==> src/rtl/rr_arb4_pkg.sv <==
// Shared definitions for the four-client round-robin arbiter.
package rr_arb4_pkg;

    localparam int N_REQ = 4;

    typedef enum logic {
        ST_IDLE = 1'b0,
        ST_BUSY = 1'b1
    } state_t;

    function automatic logic [N_REQ-1:0] idx_to_onehot(input logic [1:0] idx);
        return N_REQ'(1) << idx;
    endfunction

endpackage

==> src/rtl/rr_prio_enc.sv <==
// Combinational rotating-priority encoder: first set request at or after ptr, wrapping 3->0.
module rr_prio_enc
    import rr_arb4_pkg::*;
(
    input  logic [N_REQ-1:0] req,
    input  logic [1:0]       ptr,
    output logic             any,
    output logic [1:0]       idx
);

    logic [N_REQ-1:0] rot;
    logic [1:0]       off;

    // rot[0] is the highest-priority client, so a fixed-priority case does the search.
    always_comb begin
        rot = '0;
        for (int i = 0; i < N_REQ; i++) begin
            rot[i] = req[2'(ptr + 2'(i))];
        end
    end

    always_comb begin
        any = 1'b1;
        off = 2'd0;
        casez (rot)
            4'b???1: off = 2'd0;
            4'b??10: off = 2'd1;
            4'b?100: off = 2'd2;
            4'b1000: off = 2'd3;
            default: any = 1'b0;
        endcase
    end

    assign idx = ptr + off;

endmodule

==> src/rtl/rr_arb4.sv <==
// Round-robin arbiter for one single-owner resource shared by four clients.
// Grant appears one cycle after a request in IDLE; release forces a one-cycle idle gap.
module rr_arb4
    import rr_arb4_pkg::*;
#(
    parameter int MAX_HOLD = 16,
    parameter int HOLD_W   = 8
) (
    input  logic             clk,
    input  logic             rst,
    input  logic [N_REQ-1:0] req,
    input  logic             done,
    output logic             gnt_valid,
    output logic [1:0]       gnt_idx,
    output logic [N_REQ-1:0] gnt_onehot,
    output logic             timeout
);

    localparam logic [HOLD_W-1:0] LAST_CNT = HOLD_W'(MAX_HOLD > 0 ? MAX_HOLD - 1 : 0);

    state_t            state;
    logic [1:0]        ptr;
    logic [HOLD_W-1:0] hold_cnt;

    logic       win_any;
    logic [1:0] win_idx;
    logic       withdraw;
    logic       hold_expired;
    logic       release_now;

    rr_prio_enc u_prio_enc (
        .req (req),
        .ptr (ptr),
        .any (win_any),
        .idx (win_idx)
    );

    assign withdraw     = !req[gnt_idx];
    assign hold_expired = (MAX_HOLD != 0) && (hold_cnt == LAST_CNT);
    assign release_now  = done || withdraw || hold_expired;

    always_ff @(posedge clk) begin
        if (rst) begin
            state      <= ST_IDLE;
            ptr        <= 2'd0;
            hold_cnt   <= '0;
            gnt_valid  <= 1'b0;
            gnt_idx    <= 2'd0;
            gnt_onehot <= '0;
            timeout    <= 1'b0;
        end else begin
            timeout <= 1'b0;
            unique case (state)
                ST_IDLE: begin
                    if (win_any) begin
                        gnt_valid  <= 1'b1;
                        gnt_idx    <= win_idx;
                        gnt_onehot <= idx_to_onehot(win_idx);
                        hold_cnt   <= '0;
                        state      <= ST_BUSY;
                    end
                end
                ST_BUSY: begin
                    if (release_now) begin
                        gnt_valid  <= 1'b0;
                        gnt_onehot <= '0;
                        ptr        <= gnt_idx + 2'd1;
                        state      <= ST_IDLE;
                        // Only flag a revocation the owner did not ask for itself.
                        timeout    <= hold_expired && !done && !withdraw;
                    end else if (hold_cnt != '1) begin
                        hold_cnt <= hold_cnt + HOLD_W'(1);
                    end
                end
                default: state <= ST_IDLE;
            endcase
        end
    end

endmodule

==> config.mk <==
export PLATFORM = sky130hd
export DESIGN_NAME = rr_arb4
export DESIGN_NICKNAME = d
export VERILOG_FILES = /design/src/rtl/rr_arb4_pkg.sv /design/src/rtl/rr_prio_enc.sv /design/src/rtl/rr_arb4.sv
export SDC_FILE = /design/constraint.sdc
export NUM_CORES = 1
export LEC_CHECK = 0
export BUFFER_PORTS_ARGS = -buffer_cell sky130_fd_sc_hd__buf_2
export CAP_MARGIN = 10
export CORE_AREA = 2 2 56 58
export DETAILED_ROUTE_END_ITERATION = 10
export DIE_AREA = 0 0 58 60
export SYNTH_ARGS = -nofsm -noshare
export SYNTH_HDL_FRONTEND = slang
export SYNTH_SLANG_ARGS = --single-unit
==> constraint.sdc <==
create_clock -name clk -period 4.77 [get_ports clk]
set_input_delay 0.954 -clock clk [delete_from_list [all_inputs] [get_ports clk]]
set_output_delay 0.954 -clock clk [all_outputs]
set_load 0.02 [all_outputs]
==> metrics <==
Clock Latency Late Sink=290 ps; Buffers on Ports=14; # DRC=0; Final WS setup=approximately 2600 ps; pin slew with the least headroom to its limit=between 400 and 500 ps; CTS root buffer=clkbuf_4; Slew HR=72.2%; Hold WC Path Type=reg -> reg; GPL Wtd Cong=0.771; sequential power share=50.7%; status=finished clean; critical path's top delay family=compound AO/OA/AOI/OAI gates; CP required=4950 ps; Fillers=307; cell taking the most area after synthesis=dfxtp_1; Pint=0.243 mW; Max FO, Critical Path=9; Yosys cell types=49; Final Hold Viols=0; setup tns final=0 ps; initial antenna violation count=0; top cells by area, synth=dfxtp_1, nor2_1, mux2i_1; CTS tree=done; Top-Level Pins=15; Layout Utilization=a little over two fifths; Cell Area, Placed=between 1000 and 1500 um^2; TritonRoute pass-1 iters=4; Critical Path Sink Type=register; Buffers & Inverters on Critical Path=1; pin count of the biggest net entering global routing=16; GR Overflow Total=0; period utilisation layout=46.3%; Static Leak=0.467 nW; max_cap viols=0; Seq/Total Area, Yosys=32.7%; Pwr Total=0.363 mW; CTS H-tree lvls=1; CTS clk-pin slew, worst paths=100 ps; Post-synth EDFFs=0; RSZ-0062 raised after global routing=no; Worst Setup SP=req[0]; Arr. time, crit path=2390 ps; vias per cell=5.66; Detailed Route WL=around 2300 um; Worst path max stage delay=between 300 and 400 ps; GRT Util Overall=14.8%; RR Startpoint=gnt_idx[0]; vias in the first global route=871; PD cells=295 nW/um^2; Initial Util=about two fifths; TritonCTS Buffers=3; first-pass GRT wire length=roughly 4000 um; core area=around 2900 um^2; vias=997; layout cell share with drive strength beyond 1=22.4%; fin crit period=2210 ps; slowest cell on the critical path=o41ai_1; syn_nets=roughly 140; #FFs+latches synth=19; HP Start=gnt_valid; synth warn=0; dpl hpwl=1700 um; Max Fclk=0.452 GHz; crit path kind=in -> reg; Syn Area/Cell=8.82 um^2; Top FF cell, synth=dfxtp_1; Sink Count=19; ANT nets after route=0; Die ar.=~3500 um^2; # diodes=0; count of final setup violators=0; initial drt markers=40; Gate power share=27.3%; Die Y=60 um; clock buffer depth=2; post-place setup slack=2280 ps; Peak VDD IR=0.000223 V; P&R area growth vs syn=5.91%; Clock power frac=between 20 and 25%; Worst Setup Start Kind=input port; Cells after Synth=132; Clock Skew=3.44 ps; nets@finish=153; Async SR Flop Fraction=0%; Mapped Area=1160 um^2; critical path, cell by cell=buf_2 -> or2_2 -> a221oi_1 -> a22oi_2 -> xnor2_2 -> o41ai_1; Final Cell Area=1230 um^2; Post-CTS Setup Bufs=0; # hold bufs at CTS=0; NetSw=0.120 mW; sw frac=33.0%; post-synth top area share=32.7%; die width=around 58 um; cts repair resizes=0; num rows=20; Slew Viols, Final=0; wire per inst=about 13 um
-- tightest hold or removal path, delay by kind of cell (launching register included) --
kind,cells,cell delay [ps]
DFF,1,320
and+or+nand+nor,2,130
-- power by group through the flow --
stage / registers [mW] / logic [mW] / clock network, mW
after floorplan: 0.193 / 0.0756 / 0
after global placement: 0.188 / 0.0970 / 0
after detailed placement: 0.188 / 0.0987 / 0
after CTS: 0.184 / 0.0993 / 0.0856
after global routing: 0.187 / 0.110 / 0.0920
final: 0.184 / 0.0991 / 0.0801
-- layout by cell type, fill, tap and decap left out, types with 2 or more instances in the layout --
master	instances
a21oi_1	6
a31o_1	2
a31oi_1	2
a32o_1	2
and4_1	2
buf_2	14
clkbuf_4	3
dfxtp_1	19
ha_1	2
inv_1	5
mux2i_1	5
nand2_1	12
nand2b_1	3
nand3_1	5
nand4_1	2
nor2_1	17
nor3_1	7
nor3b_1	2
nor4_1	2
o21ai_0	2
or4_4	2
xnor2_1	2
-- per-layer routing --
| metal | share of wire [%] | global-route usage, % | up-vias |
|---|---|---|---|
| li1 | - | - | 501 |
| met1 | 49 | 20.1 | 464 |
| met2 | 44 | 23.2 | 28 |
| met3 | 5.6 | 3.25 | 4 |
| met4 | 1.2 | 4.98 | 0 |
| met5 | 0 | 0 | - |
-- flip-flops by register name, indices dropped and copies added, names as in the netlist --
signal	flops
hold_cnt	8
gnt_idx	2
state	1
timeout	1
gnt_valid	1
ptr	2
gnt_onehot	4
-- cells in the mapped netlist (2+ instances only) --
library cell / n
nand2_1: 12
buf_6: 3
a31o_1: 2
a31oi_1: 2
nand2b_1: 3
a32o_1: 2
or4_4: 2
nor4_1: 2
nand3_1: 5
nor3b_1: 2
dfxtp_1: 19
mux2i_1: 5
xnor2_1: 2
nor3_1: 7
o21ai_0: 2
nand4_1: 2
ha_1: 2
and4_1: 2
a21oi_1: 6
nor2_1: 17
inv_1: 5
-- worst paths after layout --
kind	to	slack (ps)	cells past startpoint
setup / recovery	gnt_onehot[2]	2560	6
hold / removal	gnt_valid	490	2
setup reg to reg	ptr[0]	2930	5
hold reg to reg	gnt_valid	490	2
-- cell families (layout without fill, tap and decap cells) --
family	count (synthesis)	in the layout	share of synthesized area, %
AND/OR/NAND/NOR	60	60	26.9
XOR/XNOR	4	4	3.66
buffers and inverters	12	23	7.53
multiplexers	7	7	6.24
adder cells (fa/ha/maj)	2	2	2.15
flip-flops	19	19	32.7
AO/OA/AOI/OAI	28	28	20.9
-- layout make-up --
cell class                      instances  area [um^2]  share of cell area [%]
Timing Repair Buffer                   14         70.1                    5.69
Tap cell                               33         41.3                    3.35
Inverter                                5         18.8                    1.52
Sequential cell                        19          380                    30.9
Clock buffer                            4         26.3                    2.13
Multi-Input combinational cell        101          696                    56.4
-- metrics by stage --
stage          hold slack, ps  cells
3_5_place_dp              479    172
4_1_cts                   495    176
6_report                  492    176
5_1_grt                   548    176
2_1_floorplan             469    132
3_3_place_gp              455    172
No activity file was read; power rests on OpenSTA's default activity.
